--- src/rtl/cordic_pkg.sv ---
// cordic_pkg: FSM states and constant generators for the CORDIC atan table and gain.
package cordic_pkg;
  typedef enum logic [1:0] {IDLE, RUN, DONE} state_t;
  localparam int PREC = 62;
  function automatic logic [63:0] atan_inv(input logic [63:0] n);
    logic [63:0] p, s;
    p = (64'd1 << PREC) / n;
    s = '0;
    for (int k = 0; p != 0; k++) begin
      s = (k % 2 == 1) ? s - p / 64'(2 * k + 1) : s + p / 64'(2 * k + 1);
      p = p / n / n;
    end
    return s;
  endfunction
  // atan(1) comes from Machin's formula since the plain series barely converges there
  function automatic logic [63:0] atan_lut(input int i, input int frac);
    logic [63:0] v;
    v = (i == 0) ? 64'd4 * atan_inv(64'd5) - atan_inv(64'd239) : atan_inv(64'd1 << i);
    return (v + (64'd1 << (PREC - 1 - frac))) >> (PREC - frac);
  endfunction
  function automatic logic [63:0] k_gain(input int iters, input int frac);
    logic [63:0] q, r, t;
    q = 64'd1 << PREC;
    for (int i = 0; i < iters; i++)
      if (2 * i < PREC) q = q - q / ((64'd1 << (2 * i)) + 64'd1);
    r = '0;
    for (int b = 31; b >= 0; b--) begin
      t = r | (64'd1 << b);
      if (t * t <= q) r = t;
    end
    return (r + (64'd1 << (30 - frac))) >> (31 - frac);
  endfunction
endpackage

--- src/rtl/cordic_cosine_seq_if.sv ---
// cordic_cosine_seq_if: angle request and cos/sin result handshake bundle.
interface cordic_cosine_seq_if #(parameter int WIDTH = 24);
  logic in_valid, in_ready, out_valid, out_ready, out_err;
  logic [WIDTH+1:0] in_angle, out_cos, out_sin;
  modport master (output in_valid, in_angle, out_ready, input in_ready, out_valid, out_cos, out_sin, out_err);
  modport slave (input in_valid, in_angle, out_ready, output in_ready, out_valid, out_cos, out_sin, out_err);
endinterface

--- src/rtl/cordic_stage.sv ---
// cordic_stage: one combinational CORDIC micro-rotation with a run-time shift index.
module cordic_stage import cordic_pkg::*; #(
  parameter int DW = 28,
  parameter int F = 26,
  parameter int ITERATIONS = 16,
  parameter int CW = 5
) (
  input  logic signed [DW-1:0] x,
  input  logic signed [DW-1:0] y,
  input  logic signed [DW-1:0] z,
  input  logic [CW-1:0]        idx,
  output logic signed [DW-1:0] xn,
  output logic signed [DW-1:0] yn,
  output logic signed [DW-1:0] zn
);
  localparam int NT = 2 ** CW;
  logic [DW-1:0] atan [NT];
  logic signed [DW-1:0] xs, ys;
  logic neg;
  for (genvar t = 0; t < NT; t++) begin : g_lut
    localparam logic [63:0] A = (t < ITERATIONS) ? atan_lut(t, F) : 64'd0;
    assign atan[t] = A[DW-1:0];
  end
  always_comb begin
    neg = z[DW-1];
    xs = y >>> idx;
    ys = x >>> idx;
    xn = neg ? x + xs : x - xs;
    yn = neg ? y - ys : y + ys;
    zn = neg ? z + atan[idx] : z - atan[idx];
  end
endmodule

--- src/rtl/cordic_cosine_seq.sv ---
// cordic_cosine_seq: iterative CORDIC cos/sin core, UNROLL rotations per clock.
module cordic_cosine_seq import cordic_pkg::*; #(
  parameter int WIDTH = 24,
  parameter int ITERATIONS = 16,
  parameter int UNROLL = 1,
  parameter int GUARD = 2
) (
  input logic clk,
  input logic reset,
  cordic_cosine_seq_if.slave bus
);
  localparam int DW = WIDTH + 2 + GUARD;
  localparam int F = WIDTH + GUARD;
  localparam int CW = $clog2(ITERATIONS + 1);
  localparam logic [63:0] KV = k_gain(ITERATIONS, F);
  localparam logic signed [DW-1:0] RND = DW'(2 ** (GUARD - 1));
  localparam logic signed [WIDTH+1:0] ONE = {2'b01, {WIDTH{1'b0}}};
  state_t state, state_n;
  logic [CW-1:0] count;
  logic signed [DW-1:0] x, y, z;
  logic signed [DW-1:0] xs [UNROLL+1];
  logic signed [DW-1:0] ys [UNROLL+1];
  logic signed [DW-1:0] zs [UNROLL+1];
  logic [WIDTH+1:0] cos_q, sin_q;
  logic err_q, rdy, cap, last, err_n;
  assign xs[0] = x;
  assign ys[0] = y;
  assign zs[0] = z;
  for (genvar j = 0; j < UNROLL; j++) begin : g_stage
    cordic_stage #(.DW(DW), .F(F), .ITERATIONS(ITERATIONS), .CW(CW)) u_stage (
      .x(xs[j]), .y(ys[j]), .z(zs[j]), .idx(count + CW'(j)),
      .xn(xs[j+1]), .yn(ys[j+1]), .zn(zs[j+1])
    );
  end
  always_comb begin
    rdy = (state == IDLE) || (state == DONE && bus.out_ready);
    cap = rdy && bus.in_valid;
    last = (state == RUN) && ((count + CW'(UNROLL)) == CW'(ITERATIONS));
    err_n = ($signed(bus.in_angle) > ONE) || ($signed(bus.in_angle) < -ONE);
    state_n = cap ? RUN
            : last ? DONE
            : (state == RUN) ? RUN
            : (state == DONE && !bus.out_ready) ? DONE : IDLE;
  end
  always_ff @(posedge clk or posedge reset)
    if (reset) state <= IDLE;
    else state <= state_n;
  always_ff @(posedge clk or posedge reset) begin
    if (reset) begin
      x <= '0;
      y <= '0;
      z <= '0;
      count <= '0;
      cos_q <= '0;
      sin_q <= '0;
      err_q <= 1'b0;
    end else begin
      if (cap) begin
        x <= KV[DW-1:0];
        y <= '0;
        z <= {bus.in_angle, {GUARD{1'b0}}};
        count <= '0;
        err_q <= err_n;
      end else if (state == RUN) begin
        x <= xs[UNROLL];
        y <= ys[UNROLL];
        z <= zs[UNROLL];
        count <= count + CW'(UNROLL);
      end
      if (last) begin
        cos_q <= (WIDTH+2)'((xs[UNROLL] + RND) >>> GUARD);
        sin_q <= (WIDTH+2)'((ys[UNROLL] + RND) >>> GUARD);
      end
    end
  end
  assign bus.in_ready = rdy;
  assign bus.out_valid = (state == DONE);
  assign bus.out_cos = cos_q;
  assign bus.out_sin = sin_q;
  assign bus.out_err = err_q;
endmodule
--- src/flat_wrapper.sv ---
// flat-port wrapper written by rule: the top's interface ports become plain ports
module cordic_cosine_seq_flat import cordic_pkg::*;
#(
  parameter int WIDTH = 24,
  parameter int ITERATIONS = 16,
  parameter int UNROLL = 1,
  parameter int GUARD = 2
)
  (clk, reset, bus_in_valid, bus_in_angle, bus_out_ready, bus_in_ready, bus_out_valid, bus_out_cos, bus_out_sin, bus_out_err);
  cordic_cosine_seq_if #(.WIDTH(WIDTH)) bus_i ();
  input logic clk;
  input logic reset;
  input wire logic [$bits(bus_i.in_valid)-1:0] bus_in_valid;
  input wire logic [$bits(bus_i.in_angle)-1:0] bus_in_angle;
  input wire logic [$bits(bus_i.out_ready)-1:0] bus_out_ready;
  output wire logic [$bits(bus_i.in_ready)-1:0] bus_in_ready;
  output wire logic [$bits(bus_i.out_valid)-1:0] bus_out_valid;
  output wire logic [$bits(bus_i.out_cos)-1:0] bus_out_cos;
  output wire logic [$bits(bus_i.out_sin)-1:0] bus_out_sin;
  output wire logic [$bits(bus_i.out_err)-1:0] bus_out_err;
  assign bus_i.in_valid = bus_in_valid;
  assign bus_i.in_angle = bus_in_angle;
  assign bus_i.out_ready = bus_out_ready;
  assign bus_in_ready = bus_i.in_ready;
  assign bus_out_valid = bus_i.out_valid;
  assign bus_out_cos = bus_i.out_cos;
  assign bus_out_sin = bus_i.out_sin;
  assign bus_out_err = bus_i.out_err;
  cordic_cosine_seq #(.WIDTH(WIDTH), .ITERATIONS(ITERATIONS), .UNROLL(UNROLL), .GUARD(GUARD)) u_core (.clk(clk), .reset(reset), .bus(bus_i));
endmodule
--- config.mk ---
export PLATFORM = sky130hd
export DESIGN_NAME = cordic_cosine_seq_flat
export DESIGN_NICKNAME = d
export VERILOG_FILES = /design/src/rtl/cordic_pkg.sv /design/src/rtl/cordic_cosine_seq_if.sv /design/src/rtl/cordic_stage.sv /design/src/rtl/cordic_cosine_seq.sv /design/src/flat_wrapper.sv
export SDC_FILE = /design/constraint.sdc
export NUM_CORES = 1
export LEC_CHECK = 0
export CAP_MARGIN = 25
export CORE_MARGIN = 5
export CORE_UTILIZATION = 45
export DETAILED_ROUTE_END_ITERATION = 16
export GPL_TIMING_DRIVEN = 0
export PLACE_DENSITY = 0.68
export SLEW_MARGIN = 40
export SYNTH_ARGS = -nofsm -noshare
export SYNTH_HDL_FRONTEND = slang
export SYNTH_HIERARCHICAL = 1
export SYNTH_SLANG_ARGS = --single-unit
export TNS_END_PERCENT = 5
--- constraint.sdc ---
create_clock -name clk -period 18.2 [get_ports clk]
set_clock_uncertainty 0.1 [all_clocks]
set_input_delay 2.73 -clock clk [delete_from_list [all_inputs] [get_ports clk]]
set_output_delay 2.73 -clock clk [all_outputs]
set_load 0.01 [all_outputs]
==> flow_metrics.tcl <==
set metrics [dict create \
    fmax_mhz 106 \
    gr-usage-all-layers 0.331 \
    num_vias 16800 \
    hpwl_mm 53.2 \
    tns_ns 0 \
    synthArstFlopShare 1.00 \
    max_stage_delay_ns 0.76 \
    cpMaxStageDelayCell "o41ai_1" \
    wl_per_cell_um 26.3 \
    tightest_slew_ns 0.967 \
    seq_area_frac_synth 0.219 \
    die_area_mm2 0.0404 \
    core_mm2 0.0363 \
    finalCritPeriodShare 0.520 \
    netlist.area_leader.share 0.219 \
    netlist_area_mm2 0.0164 \
    syn_avg_cell_area_um2 8.21 \
    grt_antenna_before_repair 0 \
    yosysWarnings 6 \
    max_cap_viol_count 0 \
    synth_ff_type "dfrtp_1" \
    place_congestion 1.01 \
    first_global_vias 16700 \
    final_cell_mix "310 x nand2_1, 145 x o21ai_0, 144 x dfrtp_1" \
    hold_viol_final 0 \
    critPathRequiredTime_ns 18.47 \
    die_h_um 201 \
    clock_sinks 144 \
    cts_tree "yes" \
    htreeDepth 4 \
    port_buffers 84 \
    maxSlewViolCount 0 \
    nNetsFinal 2243 \
    grt.met1_usage 0.418 \
    gr-usage-met3 0.0648 \
    status "finished clean" \
    synth_area_leaders "dfrtp_1 22%, mux4_2 8.8%, ha_1 7.7%" \
    post_cts_resized 0 \
    drc 0 \
    root_buffer "clkbuf_16" \
    clk_pin_slew_ns 0.06 \
    cts.path.max_buffers 2 \
    grt_pass1_wl_mm 103 \
    grt_max_degree 56 \
    final_common_cell "nand2_1" \
    yosysTopAreaCell "dfrtp_1" \
    rsz0062_at_grt "false" \
    ctsHoldBuffers 0 \
    post_cts_buffers 0 \
    timing.slew.headroom 0.356 \
    grt_util_met2 0.547 \
    worstSetupStartpointType "flip-flop" \
    path_max_fanout 11 \
    syn-num-nets 2137 \
    ant_nets 0 \
    placementRows 70 \
    fin_crit_ns 9.46 \
    synth_seq_cells 144 \
    via_per_inst 6.49 \
    drt_pass1_iterations 6 \
    busiest_layer "met2" \
    setup_viol_count_final 0 \
    die_x_um 201 \
    grt-ovfl-total 0 \
    areaGrowthSynthToFinish_pct 13.2 \
    num_io_pins 85 \
    worstSetupEndpointType "flip-flop" \
    ys_types 85 \
    cp.arrival_ns 9.74 \
    cts_buffers 17 \
    hold_path.class "flip-flop to flip-flop" \
    drtIter0Drc 1670 \
    critical_path_class "flip-flop to flip-flop" \
    drive_gt1_frac 0.110 \
    wirelength_mm 68.3 \
    synth_cells 2003 \
    start_util 0.452 \
    synth_edf_count 0 \
    clk_latency_ns 0.46 \
]
==> metrics by stage <==
step	worst slack, ns	cells	area, um^2	utilization	hold slack [ns]
2_1_floorplan	11.33	2003	16400	-	0.353
3_3_place_gp	9.14	2555	17900	0.491	0.365
3_5_place_dp	9.11	2558	17900	0.494	0.374
4_1_cts	9.07	2590	18600	0.511	0.391
5_1_grt	8.39	2590	18600	0.512	0.410
6_report	8.74	2591	18600	0.512	0.387
==> Yosys cell counts, types with 4 or more instances <==
library cell / number
nand2b_1: 24
o21a_1: 22
nor2_1: 142
nor4_1: 17
o41ai_1: 4
nor3_1: 31
or3_1: 15
nand4_1: 28
buf_2: 24
a31oi_1: 66
o211ai_1: 10
or2_2: 6
ha_1: 101
o21ai_0: 145
a21oi_1: 110
buf_1: 14
nand2_1: 310
dfrtp_1: 144
mux2_2: 51
buf_4: 5
a22oi_1: 29
or4_1: 12
xor2_1: 64
clkbuf_1: 69
mux2i_1: 42
a21o_1: 30
buf_6: 9
and3_1: 28
a41oi_1: 5
mux4_2: 64
o21bai_1: 13
nand3_1: 37
a221oi_1: 8
nor2b_1: 19
a311oi_1: 5
o22ai_1: 13
inv_1: 48
a211oi_1: 11
xnor2_1: 113
and4_1: 9
o31ai_1: 15
and2_1: 16
a31o_2: 7
==> cell type report <==
| cell class | count | area (um^2) |
|---|---|---|
| clock inverters | 11 | 178 |
| fillers | 3492 | 17700 |
| well taps | 468 | 586 |
| repair buffers | 87 | 903 |
| multi-input cells | 1687 | 12100 |
| plain buffers | 121 | 581 |
| clock buffers | 21 | 460 |
| inverters | 51 | 199 |
| diodes | 1 | 2.50 |
| flip-flops and latches | 144 | 3600 |
==> flip-flops by register name, indices dropped and copies added (netlist names) <==
name and count:
u_core/x 28, u_core/y 28, u_core/z 28, u_core/bus.out_cos 26, u_core/bus.out_sin 26, u_core/count 5, u_core/state 2, u_core/bus.out_err 1
==> final timing paths <==
path / startpoint / end / slack, ns / depth (start not counted)
max: u_core/count[4] / u_core/z[27] / 8.74 / 29
min: u_core/z[21] / u_core/z[21] / 0.39 / 2
max reg2reg: u_core/count[4] / u_core/z[27] / 8.74 / 29
min reg2reg: u_core/z[21] / u_core/z[21] / 0.39 / 2
max in group asynchronous: reset / u_core/bus.out_sin[5] / 14.83 / 3
min in group asynchronous: reset / u_core/x[1] / 2.54 / 2
==> layer usage <==
layer / wire length [um] / part of all wire / vias up
met3: 5330 / 0.078 / 169
met4: 3590 / 0.053 / 0
met2: 31700 / 0.46 / 812
met1: 27600 / 0.41 / 8257
li1: - / - / 7582
met5: 0 / 0 / -
==> worst max-delay path, delay by kind of cell (launching register included) <==
family	cells	cell delay (ns)
fa+ha+maj	2	0.51
compound gates	10	2.26
mux	1	0.09
simple gates	6	1.44
xor+xnor	2	0.39
buf+inv	8	3.87
flops	1	0.70
==> cell families (layout without fill, tap and decap cells) <==
| kind of cell | Yosys count | count (layout) | share of synthesized area |
|---|---|---|---|
| AOI/OAI and AO/OA | 533 | 533 | 0.205 |
| muxes | 159 | 159 | 0.150 |
| xor gates and xnor gates | 177 | 177 | 0.0943 |
| and+or+nand+nor | 714 | 714 | 0.205 |
| buffers and inverters | 172 | 291 | 0.0464 |
| other | 0 | 1 | 0 |
| DFF | 144 | 144 | 0.219 |
| adders and majority gates | 104 | 104 | 0.0805 |
Power is not shown: default switching activity piles up to over one toggle a cycle in this logic, so the estimate is an artifact.
